<file path="config.mk">
export PLATFORM = sky130hd
export DESIGN_NAME = pomo_key_sched
export DESIGN_NICKNAME = d
export VERILOG_FILES = /design/src/rtl/pomo_key_sched.sv
export SDC_FILE = /design/constraint.sdc
export NUM_CORES = 1
export LEC_CHECK = 0
export ABC_AREA = 0
export CAP_MARGIN = 20
export CORE_MARGIN = 4
export CORE_UTILIZATION = 35
export CTS_CLUSTER_DIAMETER = 40
export CTS_CLUSTER_SIZE = 14
export DETAILED_ROUTE_END_ITERATION = 8
export GPL_TIMING_DRIVEN = 1
export PLACE_DENSITY = 0.51
export SYNTH_ARGS = -nofsm -noshare
export SYNTH_HDL_FRONTEND = slang
export SYNTH_SLANG_ARGS = --single-unit
</file>
<file path="constraint.sdc">
create_clock -name clk -period 4.2 [get_ports clk]
set_clock_uncertainty 0.1 [all_clocks]
set_input_delay 0.63 -clock clk [delete_from_list [all_inputs] [get_ports clk]]
set_output_delay 0.63 -clock clk [all_outputs]
set_load 0.02 [all_outputs]
</file>
<file path="src/rtl/pomo_key_sched.sv">
// pomo_key_sched: debounces the front-panel keys, serialises LOAD/SS/MODE requests by priority
// and owns the BCD work-time register set_t. Define KEY_DOWN_EN to add a DOWN key for set_t.

module pomo_key_rep #(
    parameter int REPEAT_DELAY  = 50,
    parameter int REPEAT_PERIOD = 10
) (
    input  logic clk,
    input  logic rst_n,
    input  logic en,
    input  logic block,
    input  logic level,
    input  logic press,
    output logic step
);
    localparam int RMAX = (REPEAT_DELAY > REPEAT_PERIOD) ? REPEAT_DELAY : REPEAT_PERIOD;
    localparam int RCW  = $clog2(RMAX + 1);
    localparam logic [RCW-1:0] DELAY_LAST  = RCW'(REPEAT_DELAY - 1);
    localparam logic [RCW-1:0] PERIOD_LAST = RCW'(REPEAT_PERIOD - 1);

    logic           armed;
    logic           repeating;
    logic [RCW-1:0] cnt;
    logic           tick;

    // Only a press seen while enabled arms the timer, so re-entry with the key held stays silent.
    assign tick = armed && level && (cnt == (repeating ? PERIOD_LAST : DELAY_LAST));
    assign step = en && !block && (press || tick);

    always_ff @(posedge clk or negedge rst_n) begin
        if (!rst_n) begin
            armed     <= 1'b0;
            repeating <= 1'b0;
            cnt       <= '0;
        end else if (!en || block || !level) begin
            armed     <= 1'b0;
            repeating <= 1'b0;
            cnt       <= '0;
        end else if (press) begin
            armed     <= 1'b1;
            repeating <= 1'b0;
            cnt       <= '0;
        end else if (armed) begin
            if (tick) begin
                cnt       <= '0;
                repeating <= 1'b1;
            end else begin
                cnt <= cnt + RCW'(1);
            end
        end
    end
endmodule

module pomo_key_sched #(
    parameter int         DEB_CYCLES    = 20,
    parameter int         REPEAT_DELAY  = 50,
    parameter int         REPEAT_PERIOD = 10,
    parameter logic [7:0] SET_MIN       = 8'h01,
    parameter logic [7:0] SET_MAX       = 8'h59,
    parameter logic [7:0] SET_DEFAULT   = 8'h25
) (
    input  logic       clk,
    input  logic       rst_n,
    input  logic       key_load_raw,
    input  logic       key_ss_raw,
    input  logic       key_mode_raw,
    input  logic       key_up_raw,
`ifdef KEY_DOWN_EN
    input  logic       key_down_raw,
`endif
    input  logic [2:0] cstate,
    output logic       key_load,
    output logic       key_ss,
    output logic       key_mode,
    output logic       key_drop,
    output logic [7:0] set_t
);
`ifdef KEY_DOWN_EN
    localparam int NK = 5;
`else
    localparam int NK = 4;
`endif
    localparam int K_LOAD = 0;
    localparam int K_SS   = 1;
    localparam int K_MODE = 2;
    localparam int K_UP   = 3;
    localparam int DCW = $clog2(DEB_CYCLES);
    localparam logic [DCW-1:0] DEB_LAST = DCW'(DEB_CYCLES - 1);
    localparam logic [2:0] SET_TIME = 3'b110;

    logic [NK-1:0]           raw;
    logic [NK-1:0]           sync1;
    logic [NK-1:0]           sync2;
    logic [NK-1:0]           level;
    logic [NK-1:0]           press;
    logic [NK-1:0][DCW-1:0]  deb_cnt;
    logic [2:0]              pend;
    logic [2:0]              req;
    logic [2:0]              grant;
    logic                    in_set;
    logic                    conflict;
    logic                    up_step;
    logic [7:0]              set_next;

`ifdef KEY_DOWN_EN
    localparam int K_DOWN = 4;
    logic dn_step;
    assign raw      = {key_down_raw, key_up_raw, key_mode_raw, key_ss_raw, key_load_raw};
    assign conflict = level[K_UP] & level[K_DOWN];
`else
    assign raw      = {key_up_raw, key_mode_raw, key_ss_raw, key_load_raw};
    assign conflict = 1'b0;
`endif

    // press is registered on the same edge the debounced level rises.
    always_ff @(posedge clk or negedge rst_n) begin
        if (!rst_n) begin
            sync1   <= '0;
            sync2   <= '0;
            level   <= '0;
            press   <= '0;
            deb_cnt <= '0;
        end else begin
            sync1 <= raw;
            sync2 <= sync1;
            press <= '0;
            for (int k = 0; k < NK; k++) begin
                if (sync2[k] == level[k]) begin
                    deb_cnt[k] <= '0;
                end else if (deb_cnt[k] == DEB_LAST) begin
                    deb_cnt[k] <= '0;
                    level[k]   <= sync2[k];
                    press[k]   <= sync2[k];
                end else begin
                    deb_cnt[k] <= deb_cnt[k] + DCW'(1);
                end
            end
        end
    end

    // A fresh press competes in the same cycle it arrives, saving one cycle of latency.
    assign req = pend | press[K_MODE:K_LOAD];

    always_comb begin
        grant = 3'b000;
        if (req[K_LOAD])      grant[K_LOAD] = 1'b1;
        else if (req[K_SS])   grant[K_SS]   = 1'b1;
        else if (req[K_MODE]) grant[K_MODE] = 1'b1;
    end

    always_ff @(posedge clk or negedge rst_n) begin
        if (!rst_n) begin
            pend     <= '0;
            key_load <= 1'b0;
            key_ss   <= 1'b0;
            key_mode <= 1'b0;
            key_drop <= 1'b0;
        end else begin
            pend     <= req & ~grant;
            key_load <= grant[K_LOAD];
            key_ss   <= grant[K_SS];
            key_mode <= grant[K_MODE];
            key_drop <= |(pend & press[K_MODE:K_LOAD]);
        end
    end

    assign in_set = (cstate == SET_TIME);

    pomo_key_rep #(
        .REPEAT_DELAY  (REPEAT_DELAY),
        .REPEAT_PERIOD (REPEAT_PERIOD)
    ) u_up_rep (
        .clk   (clk),
        .rst_n (rst_n),
        .en    (in_set),
        .block (conflict),
        .level (level[K_UP]),
        .press (press[K_UP]),
        .step  (up_step)
    );

`ifdef KEY_DOWN_EN
    pomo_key_rep #(
        .REPEAT_DELAY  (REPEAT_DELAY),
        .REPEAT_PERIOD (REPEAT_PERIOD)
    ) u_dn_rep (
        .clk   (clk),
        .rst_n (rst_n),
        .en    (in_set),
        .block (conflict),
        .level (level[K_DOWN]),
        .press (press[K_DOWN]),
        .step  (dn_step)
    );

    function automatic logic [7:0] bcd_dec(input logic [7:0] v);
        if (v == SET_MIN)      return SET_MAX;
        if (v[3:0] == 4'd0)    return {v[7:4] - 4'd1, 4'd9};
        return {v[7:4], v[3:0] - 4'd1};
    endfunction
`endif

    function automatic logic [7:0] bcd_inc(input logic [7:0] v);
        if (v == SET_MAX)      return SET_MIN;
        if (v[3:0] == 4'd9)    return {v[7:4] + 4'd1, 4'd0};
        return {v[7:4], v[3:0] + 4'd1};
    endfunction

    always_comb begin
        set_next = set_t;
        if (up_step) set_next = bcd_inc(set_t);
`ifdef KEY_DOWN_EN
        else if (dn_step) set_next = bcd_dec(set_t);
`endif
    end

    always_ff @(posedge clk or negedge rst_n) begin
        if (!rst_n) set_t <= SET_DEFAULT;
        else        set_t <= set_next;
    end
endmodule
</file>
==> run metrics, run 1 <==
Synth Area in Adders=4.978%; wire per inst=12.93 um; Die X=92.75 um; CP bufs+invs=1; height of the die=92.75 um; clk slew on worst S/H paths=60 ps; Clock Tree Buf Depth=2; Power Total=1.223 mW; row count=30; # resized after CTS=0; initial core utilization=36.59%; CTS tree=yes; mux contribution to synthesized area=4.032%; Finished Layout Cells=342; I/O Buffers=20; Avg Inst Size Synth=11.91 sq um; antenna-violating nets left=0; die area=8602 sq um; I/O pins=21; LEAKAGE=1.388 nW; postcts setup bufs=0; Worst Setup EP=set_t[2]; Yosys top cell by area=dfrtp_1; max_slew headroom=54.77%; Fill cells=656; Post-Synthesis Cell Area=2514 sq um; Nets=260; ranking of synthesized cells by area=dfrtp_1, ha_1, xor2_1; Cell Pwr Density=398.7 nW/um^2; final setup fails=0; Max Cap Violations=0; area grow syn2layout=22.00%; ys async rst share=100.0%; critical path's largest stage delay=640 ps; Simple-Gate Fraction of Synth Area=16.67%; Max VDD drop=0.2029 mV; CTS H-tree lvls=3; top_reg_cell synth=dfrtp_1; r2r endpoint=set_t[7]; Max Transition Viols Final=0; clock net sink count=58; total track usage=11.91%; Startpoint Class=flop; DR pass1 iterations=4; largest family of logic cells by synthesized area=simple AND/OR/NAND/NOR gates; Antenna diodes=0; worst flop-to-flop path startpoint=set_t[0]; largest net degree at the start of global routing=32; Placed Cells=326; worst-path fanout max=8; layout cells sized above 1=14.23%; Clock Root Buffer=clkbuf_8; reg2reg path depth=5; #FFs+latches synth=58; R2R Setup Slk=2140 ps; post-synthesis sequential area ratio=57.89%; CP Data Required Time=3470 ps; period utilization=54.61%; synth unique cells=37; slowest stage cell, crit path=clkdlybuf4s50_1; DP HPWL=3047 um; hold crit path type=input pin to asynchronous set/reset pin; area share of the largest cell type after synthesis=54.75%; Data arrival, critical path=1560 ps; clock latency on the worst-skew pair=330 ps; XOR/XNOR Fraction of Synth Area=6.969%; Setup crit start=set_t[2]; vias=1595; crit path capture type=output port; gr ovfl total=0; initial antenna violation count=0; Fmax=436.0 MHz; register area=1455 sq um; most common cell in the netlist=dfrtp_1; Commonest cells post-synth=dfrtp_1, nor2_1, xor2_1; worst setup path class=flop to output port; Synth Area in Compound Gates=7.964%; worst slew pin tran=678.5 ps; gpl congestion=0.7219; syn_nets=230; CP Cell Sequence=clkdlybuf4s50_1; drt drc=0; vias in the first global route=1681; RSZ-0062 raised after global routing=false; Hold Worst Slack=235.4 ps; Cells after Synth=211; Post-CTS Hold Buffers=0; Post-synth EDFFs=0; first-pass GRT wire length=7983 um; Worst path depth=1; Final Util=44.64%; Final Hold Viols=0; synth warn=0; Setup TNS=0 ps; Starting DRT DRC Count=68; footprint of the multi-input gates=1021 sq um; CTS buffer count=9; family with the most delay on the worst path=buffers and inverters; vias per cell=4.664; Final min period=2293 ps; Total Routed Length=4423 um; Core Region=6869 sq um; status=complete, no violations
## registers in the layout, summed over array words and instances, names as in the netlist
| name | cells |
|---|---|
| deb_cnt | 20 |
| key_drop | 1 |
| key_load | 1 |
| level | 4 |
| u_up_rep.cnt | 6 |
| u_up_rep.repeating | 1 |
| u_up_rep.armed | 1 |
| press | 4 |
| key_ss | 1 |
| set_t | 8 |
| key_mode | 1 |
| sync2 | 4 |
| sync1 | 4 |
| pend | 2 |
## layout make-up
class,count,area share [%]
Sequential cell,58,47.45
Multi-Input combinational cell,143,33.29
Timing Repair Buffer,21,6.610
Clock buffer,12,5.386
Tap cell,96,3.917
Clock inverter,4,2.366
Inverter,8,0.9792
## cell families (layout without fill, tap and decap cells)
logic type,count (synthesis),in the layout
XOR/XNOR,20,20
multiplexers,9,9
AO/OA/AOI/OAI,23,23
buffers and inverters,10,45
flip-flops,58,58
adder cells (fa/ha/maj),10,10
AND/OR/NAND/NOR,81,81
## through the flow
| step | instance area, sq um | setup WS, ps |
|---|---|---|
| 6_report | 3067 | 1907 |
| 5_1_grt | 3067 | 1851 |
| 4_1_cts | 3067 | 1885 |
| 3_5_place_dp | 2829 | 1808 |
| 3_3_place_gp | 2829 | 1833 |
| 2_1_floorplan | 2514 | 2189 |
## power breakdown
part	leakage, nW	total (mW)	switching (mW)	internal, mW
Clock	0.119	0.594	0.213	0.381
Sequential	0.767	0.584	0.0104	0.573
Combinational	0.503	0.0446	0.0249	0.0197
Total	1.39	1.22	0.248	0.974
## metal layers
metal  wire length (um)  up-vias  GRT usage (%)
li1                   -      791              -
met1               2148      776          15.51
met2               2014       21          17.82
met3                210        7          5.524
met4                 50        0          3.297
met5                  0        -              0
## placed cells by master, fill, tap and decap left out, drive strengths merged, types with 5 or more instances in the layout
master,Yosys,routed
xor2,14,14
nor2,32,32
mux2,9,9
nor3b,6,6
ha,10,10
xnor2,6,6
clkbuf,2,12
clkdlybuf4s50,0,19
nand2,8,8
inv,8,8
and2,7,7
dfrtp,55,55
nand3,13,13
o2111ai,5,5
## worst min path at each step
stage	start	endpoint	slack, ps	cells after the start
after floorplan	rst_n	deb_cnt[0]	230	0
after global placement	sync1[1]	sync2[1]	230	0
after detailed placement	sync1[1]	sync2[1]	230	0
after CTS	rst_n	deb_cnt[17]	250	1
after global routing	sync1[3]	sync2[3]	270	0
final	rst_n	deb_cnt[17]	240	1
No activity file was read; power rests on OpenSTA's default activity.
==> run 2: changes to the inputs <==
- clock period: 4.2 -> 2.2 ns (I/O delays scaled with it)
==> run 2 against run 1 <==
  * First-iteration DRC count decreased by 65%
  * Worst setup slack got worse by 1700 ps
  * Non-clock buffer count increased by 4
  * Utilization increased by 0.20 points
  * Clock-buffer cell count decreased by 1
  * Flip-flop and latch count unchanged
  * Routed wire length decreased by 0.79%
  * Global-route usage decreased by 0.51 points
  * Die area unchanged
  * Worst hold slack improved by 16 ps
  * Cell area increased by 0.45%
  * Cell count increased by 0.58%
  * Critical endpoint is now set_t[7]
  * Critical path type is now flop to flop
==> run metrics, run 2 (synthesized netlist as in run 1, its figures left out) <==
Largest Register=deb_cnt; Core Region=6869 sq um; die area=8602 sq um; initial antenna violation count=0; Setup TNS=0 ps; Antenna diodes=0; Starting DRT DRC Count=24; layout cells sized above 1=14.11%; Die X=92.75 um; CP Data Required Time=2300 ps; drt drc=0; CP bufs+invs=0; Max VDD drop=0.3203 mV; Clock Root Buffer=clkbuf_8; crit path capture type=flop; Startpoint Class=flop; vias in the first global route=1609; LEAKAGE=1.400 nW; initial core utilization=36.59%; Fmax=495.9 MHz; row count=30; clock net sink count=58; DP HPWL=3047 um; vias per cell=4.686; period utilization=91.66%; first-pass GRT wire length=7645 um; biggest regs=deb_cnt (20), set_t (8), u_up_rep.cnt (6); Cell Pwr Density=728.5 nW/um^2; max FFs per register=20; max_slew headroom=59.84%; Clock Tree Buf Depth=2; final setup fails=0; clock latency on the worst-skew pair=320 ps; CTS tree=yes; Final min period=2017 ps; CTS buffer count=9; total track usage=11.40%; I/O pins=21; worst slew pin tran=602.3 ps; Final Hold Viols=0; family with the most delay on the worst path=flip-flops; critical path's largest stage delay=570 ps; worst setup path class=flop to flop; largest net degree at the start of global routing=34; area grow syn2layout=22.55%; postcts setup bufs=0; hold crit path type=flop to flop; antenna-violating nets left=0; Max Cap Violations=0; gr ovfl total=0; I/O Buffers=20; vias=1612; final worst setup slack=183.5 ps; worst-path fanout max=5; dpl ws=204.1 ps; CTS H-tree lvls=3; most frequent cells in the layout=dfrtp_1, nor2_1, clkdlybuf4s50_1; DR pass1 iterations=3; Total Routed Length=4388 um; height of the die=92.75 um; Nets=264; RSZ-0062 raised after global routing=false; CP Cell Sequence=ha_1 -> nand2_1 -> or2_2 -> a2111oi_4 -> mux2_1; most common cell after layout, fill and taps aside=dfrtp_1; gpl congestion=0.7727; Max Transition Viols Final=0; slowest stage cell, crit path=dfstp_2; Data arrival, critical path=2120 ps; wire per inst=12.76 um; Fill cells=642; clk slew on worst S/H paths=60 ps; status=complete, no violations
## run 2: changes by cell type in the layout (fill, tap and decap cells not counted)
cell and change:
buf_4 +2, clkbuf_8 -2, clkbuf_1 +1, clkinvlp_4 -1, dlygate4sd3_1 +1, buf_12 +1
## run 2: worst reg2reg max path, cell delays in order (launching register included)
cell and delay, ps:
dfstp_2 570, ha_1 200, nand2_1 70, or2_2 320, a2111oi_4 280, mux2_1 350
## run 2: report_power, final
group	internal (mW)	switching [mW]
clock	0.654	0.385
sequential	1.09	0.0196
combinational	0.0420	0.0485
total	1.79	0.453
## run 2: final timing paths
| check | startpoint | cells past startpoint | end | slack [ps] |
|---|---|---|---|---|
| max in group asynchronous | rst_n | 3 | deb_cnt[9] | 960 |
| max reg2reg | set_t[0] | 5 | set_t[7] | 180 |
| max | set_t[0] | 5 | set_t[7] | 180 |
| min reg2reg | sync1[0] | 0 | sync2[0] | 250 |
| min in group asynchronous | rst_n | 2 | deb_cnt[19] | 460 |
| min | sync1[0] | 0 | sync2[0] | 250 |
## run 2: layout make-up
cell class	instances	area [sq um]	share of cell area [%]
inverters	8	30.03	0.9748
flip-flops and latches	58	1455	47.24
clock inverters	3	65.06	2.112
clock buffers	11	141.4	4.590
repair buffers	25	247.7	8.042
well taps	96	120.1	3.899
multi-input cells	143	1021	33.14
## run 2: repair_timing
action	CTS	global route
hold buffers	1	0
gates resized for setup	0	0
endpoints found under the hold margin	22	0
endpoints found under the setup margin	0	0
## run 2: layer usage
metal	GRT usage (%)	wire length, um	part of all wire [%]	vias up
met4	6.960	74	1.7	0
met2	16.37	2027	46	17
met5	0	0	0	-
met3	3.168	158	3.6	7
met1	15.18	2128	48	793
li1	-	-	-	795
## run 2: per-stage QoR
stage / utilization [%] / cell area [sq um] / instances / power [mW] / hold WS [ps]
finish: 44.85 / 3080 / 344 / 2.244 / 251.4
global route: 44.85 / 3080 / 344 / 2.340 / 259.3
CTS: 44.85 / 3080 / 344 / 2.281 / 252.9
detailed placement: 41.69 / 2864 / 329 / 1.226 / 238.6
global placement: 41.69 / 2864 / 329 / 1.225 / 233.3
floorplan: - / 2514 / 211 / 1.170 / -65.59
==> run 3: changes to the inputs <==
- SLEW_MARGIN: not set -> 10
==> results of run 3 <==
Same layout as run 2: the final DEF is identical, and so are final timing and power.
